===== config.mk =====
export PLATFORM = sky130hd
export DESIGN_NAME = decode_ctrl_pipe
export DESIGN_NICKNAME = d
export VERILOG_FILES = /design/src/rtl/decode_ctrl_pipe.sv
export SDC_FILE = /design/constraint.sdc
export NUM_CORES = 1
export LEC_CHECK = 0
export BUFFER_PORTS_ARGS = -buffer_cell sky130_fd_sc_hd__buf_2
export CAP_MARGIN = 20
export CORE_MARGIN = 1.5
export CORE_UTILIZATION = 49
export DETAILED_ROUTE_END_ITERATION = 8
export MAX_ROUTING_LAYER = met4
export PLACE_DENSITY_LB_ADDON = 0.08
export SYNTH_ARGS = -nofsm -noshare
export SYNTH_HDL_FRONTEND = slang
export SYNTH_SLANG_ARGS = --single-unit

===== constraint.sdc =====
create_clock -name Clk -period 2.9 [get_ports Clk]
set_clock_uncertainty 0.2 [all_clocks]
set_input_delay 0.87 -clock Clk [delete_from_list [all_inputs] [get_ports Clk]]
set_output_delay 0.87 -clock Clk [all_outputs]
set_load 0.005 [all_outputs]

===== src/rtl/decode_ctrl_pipe.sv =====
// -----------------------------------------------------------------------------
// decode_ctrl_pipe
//
// Registered, handshaked instruction decoder placed between IF/ID and ID/EX.
// Decodes the opcode/funct of the presented instruction into the ID/EX control
// bundle. Every control output comes from a flop.
//
// On top of decoding, the stage provides:
//   * downstream stall (hold everything) and flush (squash to a bubble),
//   * load-use hazard detection against the instruction now in ID/EX, which
//     inserts a bubble and leaves the instruction un-consumed,
//   * multi-cycle sequencing of SAD (opcode 101000), which occupies the stage
//     for SAD_CYCLES cycles,
//   * optional trapping of illegal opcodes.
//
// Parameters:
//   SAD_CYCLES  cycles a SAD occupies the stage (1..255)
//   CNT_W       SAD counter width, 2**CNT_W > SAD_CYCLES
//
// Configuration macro:
//   ILLEGAL_TRAP_EN  defined   : an accepted illegal opcode becomes a bubble
//                                and sets the sticky IllegalOp flag (cleared
//                                only by Rst).
//                    undefined : an illegal opcode passes as a NOP carrying its
//                                opcode on AluOp; IllegalOp is tied 0.
//
// Ports:
//   Clk, Rst            clock (rising edge), asynchronous active-high reset
//   Instr, InstrValid   instruction from IF/ID and its valid
//   InstrReady          combinational; accept happens on Valid && Ready edge
//   Stall               freeze all registered state and outputs
//   Flush               squash the stage, abort any SAD in progress
//   ExMemRead, ExRt     MemR field and rt of the instruction in ID/EX
//   OutValid            control bundle holds a real instruction
//   AluOp .. SADSignal  registered ID/EX control bundle
//   HazardStall         a load-use bubble was inserted this cycle
//   SadBusy             a SAD is in progress
//   IllegalOp           sticky illegal-opcode flag (trap build only)
// -----------------------------------------------------------------------------
module decode_ctrl_pipe #(
   parameter int unsigned SAD_CYCLES = 4,
   parameter int unsigned CNT_W      = 8
) (
   input  logic        Clk,
   input  logic        Rst,
   input  logic [31:0] Instr,
   input  logic        InstrValid,
   output logic        InstrReady,
   input  logic        Stall,
   input  logic        Flush,
   input  logic [1:0]  ExMemRead,
   input  logic [4:0]  ExRt,
   output logic        OutValid,
   output logic [5:0]  AluOp,
   output logic [1:0]  RegDst,
   output logic [1:0]  MemR,
   output logic [1:0]  MemW,
   output logic [1:0]  MemReg,
   output logic        RegW,
   output logic        Jump,
   output logic        ALUSrc,
   output logic        Branch,
   output logic        Reg1Signal,
   output logic        JALSig,
   output logic        SADMuxSel,
   output logic        SADSignal,
   output logic        HazardStall,
   output logic        SadBusy,
   output logic        IllegalOp
);

   typedef struct packed {
      logic [5:0] alu_op;
      logic [1:0] reg_dst;
      logic [1:0] mem_r;
      logic [1:0] mem_w;
      logic [1:0] mem_reg;
      logic       reg_w;
      logic       jump;
      logic       alu_src;
      logic       branch;
      logic       reg1_signal;
      logic       jal_sig;
      logic       sad_mux_sel;
      logic       sad_signal;
   } ctrl_t;

   typedef enum logic {
      S_IDLE     = 1'b0,
      S_SAD_BUSY = 1'b1
   } state_t;

   localparam logic [5:0]       OP_SAD   = 6'b101000;
   localparam logic [CNT_W-1:0] CNT_LOAD = CNT_W'(SAD_CYCLES - 1);
   localparam logic [CNT_W-1:0] CNT_ONE  = CNT_W'(1);
   localparam bit               SAD_MULTI = (SAD_CYCLES > 1);

   // Registered state
   state_t           r_state;
   logic [CNT_W-1:0] r_cnt;
   ctrl_t            r_ctrl;
   logic             r_valid;
   logic             r_haz;
   logic             r_busy;

   // Next-state values
   state_t           w_nxt_state;
   logic [CNT_W-1:0] w_nxt_cnt;
   ctrl_t            w_nxt_ctrl;
   logic             w_nxt_valid;
   logic             w_nxt_haz;
   logic             w_nxt_busy;

   // Decode / handshake
   logic [5:0]       w_opcode;
   logic [5:0]       w_funct;
   ctrl_t            w_dec;
   logic             w_legal;
   logic             w_haz;
   logic             w_accept;

   assign w_opcode = Instr[31:26];
   assign w_funct  = Instr[5:0];

   // -------------------------------------------------------------------------
   // Opcode decode table
   // -------------------------------------------------------------------------
   // NOTE: every variable assigned in an always_comb gets a default first, so
   // no path leaves it unassigned and no latch is inferred.
   always_comb begin
      w_dec        = '0;
      w_dec.alu_op = w_opcode;
      w_legal      = 1'b1;
      case (w_opcode)
         6'b000000: begin
            w_dec.reg_w   = 1'b1;
            w_dec.mem_reg = 2'd1;
            if (w_funct == 6'b000000 || w_funct == 6'b000010) begin
               w_dec.alu_src     = 1'b1;
               w_dec.reg1_signal = 1'b1;
            end else if (w_funct == 6'b001000) begin
               // JR: no write-back, resolved through the branch path
               w_dec.reg_w   = 1'b0;
               w_dec.mem_reg = 2'd0;
               w_dec.reg_dst = 2'd2;
               w_dec.branch  = 1'b1;
               w_dec.jal_sig = 1'b1;
            end
         end
         6'b000001, 6'b000100, 6'b000101, 6'b000110, 6'b000111: begin
            w_dec.branch = 1'b1;
         end
         6'b000010: begin
            w_dec.jump = 1'b1;
         end
         6'b000011: begin
            w_dec.reg_w   = 1'b1;
            w_dec.jump    = 1'b1;
            w_dec.reg_dst = 2'd2;
            w_dec.mem_reg = 2'd2;
         end
         6'b001000, 6'b001010, 6'b001100, 6'b001101, 6'b001110: begin
            w_dec.reg_w   = 1'b1;
            w_dec.reg_dst = 2'd1;
            w_dec.alu_src = 1'b1;
            w_dec.mem_reg = 2'd1;
         end
         6'b101011: begin
            w_dec.alu_src = 1'b1;
            w_dec.mem_w   = 2'd1;
         end
         6'b101001: begin
            w_dec.alu_src = 1'b1;
            w_dec.mem_w   = 2'd2;
         end
         6'b100011, 6'b100001, 6'b100000: begin
            w_dec.reg_w   = 1'b1;
            w_dec.reg_dst = 2'd1;
            w_dec.alu_src = 1'b1;
            case (w_opcode)
               6'b100011: w_dec.mem_r = 2'd1;
               6'b100001: w_dec.mem_r = 2'd2;
               default: begin
                  w_dec.mem_r      = 2'd3;
                  w_dec.sad_signal = 1'b1;
               end
            endcase
         end
         6'b101000: begin
            w_dec.mem_w       = 2'd3;
            w_dec.sad_mux_sel = 1'b1;
         end
         6'b011100: begin
            w_dec.reg_w   = 1'b1;
            w_dec.mem_reg = 2'd1;
         end
         default: begin
            w_legal = 1'b0;
         end
      endcase
   end

   // -------------------------------------------------------------------------
   // Load-use hazard and handshake
   // -------------------------------------------------------------------------
   assign w_haz = InstrValid && (ExMemRead != 2'd0) && (ExRt != 5'd0) &&
                  ((ExRt == Instr[25:21]) || (ExRt == Instr[20:16]));

   assign InstrReady = !Rst && !Stall && !Flush && !w_haz && (r_state == S_IDLE);
   assign w_accept   = InstrValid && InstrReady;

`ifdef ILLEGAL_TRAP_EN
   logic r_illegal;
   logic w_nxt_illegal;
   logic w_unused;
   assign w_unused = ^Instr[15:6];
`else
   logic w_unused;
   assign w_unused = ^{Instr[15:6], w_legal};
`endif

   // -------------------------------------------------------------------------
   // Next-state / next-output logic (priority: Flush, Stall, SAD, hazard,
   // accept, idle bubble)
   // -------------------------------------------------------------------------
   always_comb begin
      w_nxt_state = r_state;
      w_nxt_cnt   = r_cnt;
      w_nxt_ctrl  = '0;
      w_nxt_valid = 1'b0;
      w_nxt_haz   = 1'b0;
      w_nxt_busy  = 1'b0;
`ifdef ILLEGAL_TRAP_EN
      w_nxt_illegal = r_illegal;
`endif

      if (Flush) begin
         // Squash overrides Stall and aborts a SAD in flight
         w_nxt_state = S_IDLE;
         w_nxt_cnt   = '0;
      end else if (Stall) begin
         w_nxt_ctrl  = r_ctrl;
         w_nxt_valid = r_valid;
         w_nxt_haz   = r_haz;
         w_nxt_busy  = r_busy;
      end else if (r_state == S_SAD_BUSY) begin
         // r_cnt holds the busy cycles still to come after the current one;
         // the stage leaves on the edge that finds it exhausted, so the SAD
         // occupies SAD_CYCLES cycles counting its accept output cycle.
         if (r_cnt == '0) begin
            w_nxt_state = S_IDLE;
         end else begin
            w_nxt_cnt              = r_cnt - CNT_ONE;
            w_nxt_busy             = 1'b1;
            w_nxt_ctrl.alu_op      = OP_SAD;
            w_nxt_ctrl.sad_mux_sel = 1'b1;
         end
      end else if (w_haz) begin
         // Bubble; the instruction stays in IF/ID and is retried
         w_nxt_haz = 1'b1;
      end else if (w_accept) begin
`ifdef ILLEGAL_TRAP_EN
         if (!w_legal) begin
            w_nxt_illegal = 1'b1;
         end else begin
`else
         begin
`endif
            w_nxt_ctrl  = w_dec;
            w_nxt_valid = 1'b1;
            if (w_opcode == OP_SAD && SAD_MULTI) begin
               w_nxt_state = S_SAD_BUSY;
               w_nxt_cnt   = CNT_LOAD;
               w_nxt_busy  = 1'b1;
            end
         end
      end
   end

   // -------------------------------------------------------------------------
   // State and output registers
   // -------------------------------------------------------------------------
   // NOTE: sequential state is written only with non-blocking assignments so
   // every flop samples the pre-edge values of the others.
   always_ff @(posedge Clk or posedge Rst) begin
      if (Rst) begin
         r_state <= S_IDLE;
         r_cnt   <= '0;
         r_ctrl  <= '0;
         r_valid <= 1'b0;
         r_haz   <= 1'b0;
         r_busy  <= 1'b0;
      end else begin
         r_state <= w_nxt_state;
         r_cnt   <= w_nxt_cnt;
         r_ctrl  <= w_nxt_ctrl;
         r_valid <= w_nxt_valid;
         r_haz   <= w_nxt_haz;
         r_busy  <= w_nxt_busy;
      end
   end

`ifdef ILLEGAL_TRAP_EN
   // Sticky: only Rst clears it, Flush leaves it set
   always_ff @(posedge Clk or posedge Rst) begin
      if (Rst) begin
         r_illegal <= 1'b0;
      end else begin
         r_illegal <= w_nxt_illegal;
      end
   end
   assign IllegalOp = r_illegal;
`else
   assign IllegalOp = 1'b0;
`endif

   // -------------------------------------------------------------------------
   // Output mapping
   // -------------------------------------------------------------------------
   assign OutValid    = r_valid;
   assign AluOp       = r_ctrl.alu_op;
   assign RegDst      = r_ctrl.reg_dst;
   assign MemR        = r_ctrl.mem_r;
   assign MemW        = r_ctrl.mem_w;
   assign MemReg      = r_ctrl.mem_reg;
   assign RegW        = r_ctrl.reg_w;
   assign Jump        = r_ctrl.jump;
   assign ALUSrc      = r_ctrl.alu_src;
   assign Branch      = r_ctrl.branch;
   assign Reg1Signal  = r_ctrl.reg1_signal;
   assign JALSig      = r_ctrl.jal_sig;
   assign SADMuxSel   = r_ctrl.sad_mux_sel;
   assign SADSignal   = r_ctrl.sad_signal;
   assign HazardStall = r_haz;
   assign SadBusy     = r_busy;

endmodule


==> impl_metrics.py <==
metrics = {
    "status": {
        "outcome": "complete, but fails checks",
        "violations": "setup timing",
    },
    "global_route": {
        "grt_usage_pct": 22.98,
        "first_global_vias": 1651,
        "grt-ovfl-total": 0,
        "grt_pass1_wl_um": 7396,
        "grt_start_max_net_pins": 33,
        "antenna_found_initial": 0,
    },
    "critical_path": {
        "regToRegEndpoint": "r_cnt[0]$_DFFE_PP0P_",
        "crit_type": "primary input to primary output",
        "worst_setup_path_end_kind": "primary output",
        "r2r_start": "SADMuxSel$_DFFE_PP0P_",
        "r2r_setup_slack_ns": 0.57,
        "ff2ff_path_depth": 6,
        "arrival_ns": 1.96,
        "crit_fanout": 2,
        "critPathLaunchType": "primary input",
        "worstSetupStartpoint": "ExRt[4]",
        "required_ns": 1.83,
    },
    "power_and_ir_drop": {
        "powerDensity_nw_per_um2": 404.9,
        "p_leak_uw": 0.001237,
        "ir_drop_mv": 0.2925,
        "power_uw": 984.4,
        "sequentialPowerShare_pct": 46.5,
        "switching_share_pct": 26.33,
        "p_int_uw": 725.2,
        "clockPowerShare_pct": 36.1,
        "comb_power_share_pct": 17.4,
        "p_switching_uw": 259.2,
    },
    "timing": {
        "setup_violations": 1,
        "tightest_slew_ns": 0.5565,
        "worst_hold_slack_ns": 0.2946,
        "timing.slew.headroom_pct": 62.37,
        "setup_ws_ns": -0.1255,
        "period_needed_ns": 3.025,
        "rsz0062_at_grt": "true",
        "fmax_ghz": 0.3305,
        "maxSlewViolCount": 0,
        "finalCritPeriodShare_pct": 104.3,
        "hold_viol": 0,
    },
    "cells_and_area": {
        "nFillCells": 322,
        "stdcell_count": 303,
        "regArea_um2": 800.8,
        "drive_gt1_share_pct": 38.43,
        "postLayoutCellArea_um2": 2431,
        "multi_input_area_um2": 975.9,
        "area_growth_pct": 24.71,
        "diodes": 0,
        "nets": 300,
    },
    "floorplanning": {
        "fp.dieH_um": 66.08,
        "die_area_um2": 4366,
        "die_x_um": 66.08,
        "core_um2": 3744,
        "rows": 22,
        "io_pins": 71,
        "floorplan.initialDensity_pct": 52.07,
    },
    "min_path": {
        "worstHoldEndpoint": "OutValid$_DFFE_PP0P_",
        "min_path_type": "register to register",
        "min_path_cells": 1,
        "hold_path_startpoint": "OutValid$_DFFE_PP0P_",
    },
    "yosys": {
        "synth_warnings": 0,
        "synthAdderAreaFrac_pct": 1.284,
        "synth-simple-area-share_pct": 17.52,
        "synth_ff_type": "dfrtp_1",
        "synth_compound_area_share_pct": 24.07,
        "synth-xor-area-share_pct": 4.942,
        "synth_mux_area_share_pct": 2.054,
        "synth-seq-cells": 32,
        "syn_avg_cell_area_um2": 10.54,
        "syn_inst": 185,
        "yosys.area.top_type": "dfrtp_1",
        "ys_seq_area_share_pct": 41.08,
        "synthDistinctLibCells": 55,
        "synth_area_um2": 1949,
        "async_reset_ff_share_pct": 100.0,
        "synth_top_family_by_area": "compound AO/OA/AOI/OAI gates",
        "synth_edf_count": 0,
        "synth_top_cell_area_share_pct": 41.08,
        "ys_top_cells_by_area": "dfrtp_1 (41%), xnor2_1 (4.9%), a32o_1 (4.6%)",
        "synthesis.nets": 231,
    },
    "place": {
        "placed_cells": 294,
        "io_buffers": 59,
        "dp_hpwl_um": 3366,
        "gp_congestion": 0.8186,
        "postPlaceCellArea_um2": 2317,
        "place_ws_ns": -0.1993,
    },
    "clock_network": {
        "hold_buffers": 0,
        "numCtsBuffers": 5,
        "cts-root-buf": "clkbuf_8",
        "cts_tree": "built",
        "clk_pin_slew_worst_paths_ns": 0.07,
        "ctsHtreeMaxLevel": 2,
        "cts_buffer_depth": 2,
        "cts.sinks": 32,
        "clock_latency_ns": 0.28,
    },
    "route": {
        "firstDrtPassIters": 4,
        "wl_met1_um": 2129,
        "vias": 1733,
        "routed-wl-met2_um": 1969,
        "wl_met3_um": 347,
        "drt-initial-drc-count": 66,
        "avgViaCountPerCell": 5.719,
        "antenna_left": 0,
        "drt-total-wl_um": 4502,
        "highest_layer": "met4",
        "avgRoutedWirePerCell_um": 14.86,
        "drc": 0,
    },
    "run": {
        "maxCapViolations": 0,
    },
}
-- repair_timing --
action	4_1_cts	5_1_grt
gates cloned	0	0
setup buffers	1	0
resized for setup	2	0
endpoints found under the hold margin	0	0
endpoints found under the setup margin	1	1
pin swaps	2	0
-- worst max path at each step --
stage | slack (ns) | cells after the start | to
6_report | -0.13 | 6 | InstrReady
4_1_cts | -0.13 | 6 | InstrReady
3_3_place_gp | -0.19 | 6 | InstrReady
3_5_place_dp | -0.20 | 6 | InstrReady
5_1_grt | -0.17 | 6 | InstrReady
2_1_floorplan | 0.02 | 4 | InstrReady
-- power by group through the flow --
stage                     logic [uW]  registers, uW  clock network (uW)
after floorplan                  107            465                   0
after global placement           162            465                   0
after detailed placement         167            466                   0
after CTS                        171            457                 367
after global routing             189            458                 385
final                            171            458                 356
-- through the flow --
stage / setup TNS, ns / utilization, %
2_1_floorplan: 0 / -
3_3_place_gp: -0.1874 / 61.90
3_5_place_dp: -0.1993 / 61.90
4_1_cts: -0.1293 / 64.94
5_1_grt: -0.1743 / 64.94
6_report: -0.1255 / 64.94
-- Yosys cell counts (5+ instances only) --
library cell,count
dfrtp_1,32
xnor2_1,11
a21oi_1,10
a32o_1,9
inv_1,9
a22o_1,8
nand2_1,8
nor2_1,7
nor3_1,6
nor4_1,6
buf_2,5
o2bb2ai_1,5
-- kinds of logic (layout without fill, tap and decap cells) --
group / Yosys count / count (layout)
xor+xnor: 11 / 11
flops: 32 / 32
compound gates: 56 / 56
mux: 3 / 3
buf+inv: 26 / 96
other cells: 1 / 1
simple gates: 54 / 54
fa+ha+maj: 2 / 2
-- routing by layer --
metal / vias up / global-route usage (%)
li1: 834 / -
met1: 820 / 31.32
met2: 73 / 34.72
met3: 6 / 4.429
met4: 0 / 7.653
met5: - / -
-- layout make-up --
cell class | instances | area share (%)
multi-input cells | 127 | 40.14
flip-flops and latches | 32 | 32.94
repair buffers | 78 | 19.04
clock buffers | 7 | 3.551
well taps | 48 | 2.470
inverters | 10 | 1.544
clock inverters | 1 | 0.3088
-- critical path, cell delays in order --
cell and delay (ns):
buf_6 0.09, or4_4 0.53, o221ai_4 0.16, inv_2 0.05
a21boi_1 0.12, buf_2 0.13
-- state kept, by name, indices dropped and copies added, names as in the netlist --
name / flops
SADMuxSel: 1
RegDst: 2
SADSignal: 1
OutValid: 1
HazardStall: 1
MemR: 2
ALUSrc: 1
MemReg: 2
JALSig: 1
RegW: 1
Reg1Signal: 1
MemW: 2
Branch: 1
AluOp: 6
r_cnt: 8
Jump: 1
-- placed cells by master, fill, tap and decap left out, drive strengths merged, types with 2 or more instances in the layout --
cell type	instances
nor4	7
a21boi	2
nor2	7
nand2b	3
a31o	2
nand4	3
o2bb2ai	5
o31ai	3
a32o	9
mux2	2
a211o	2
and2	4
nor2b	4
inv	10
a22o	8
a21oi	11
clkbuf	7
nand3	3
a221o	2
dfrtp	32
ha	2
nor3	6
xnor2	11
buf	78
nand2	8
Power figures use the tool's default switching activity.
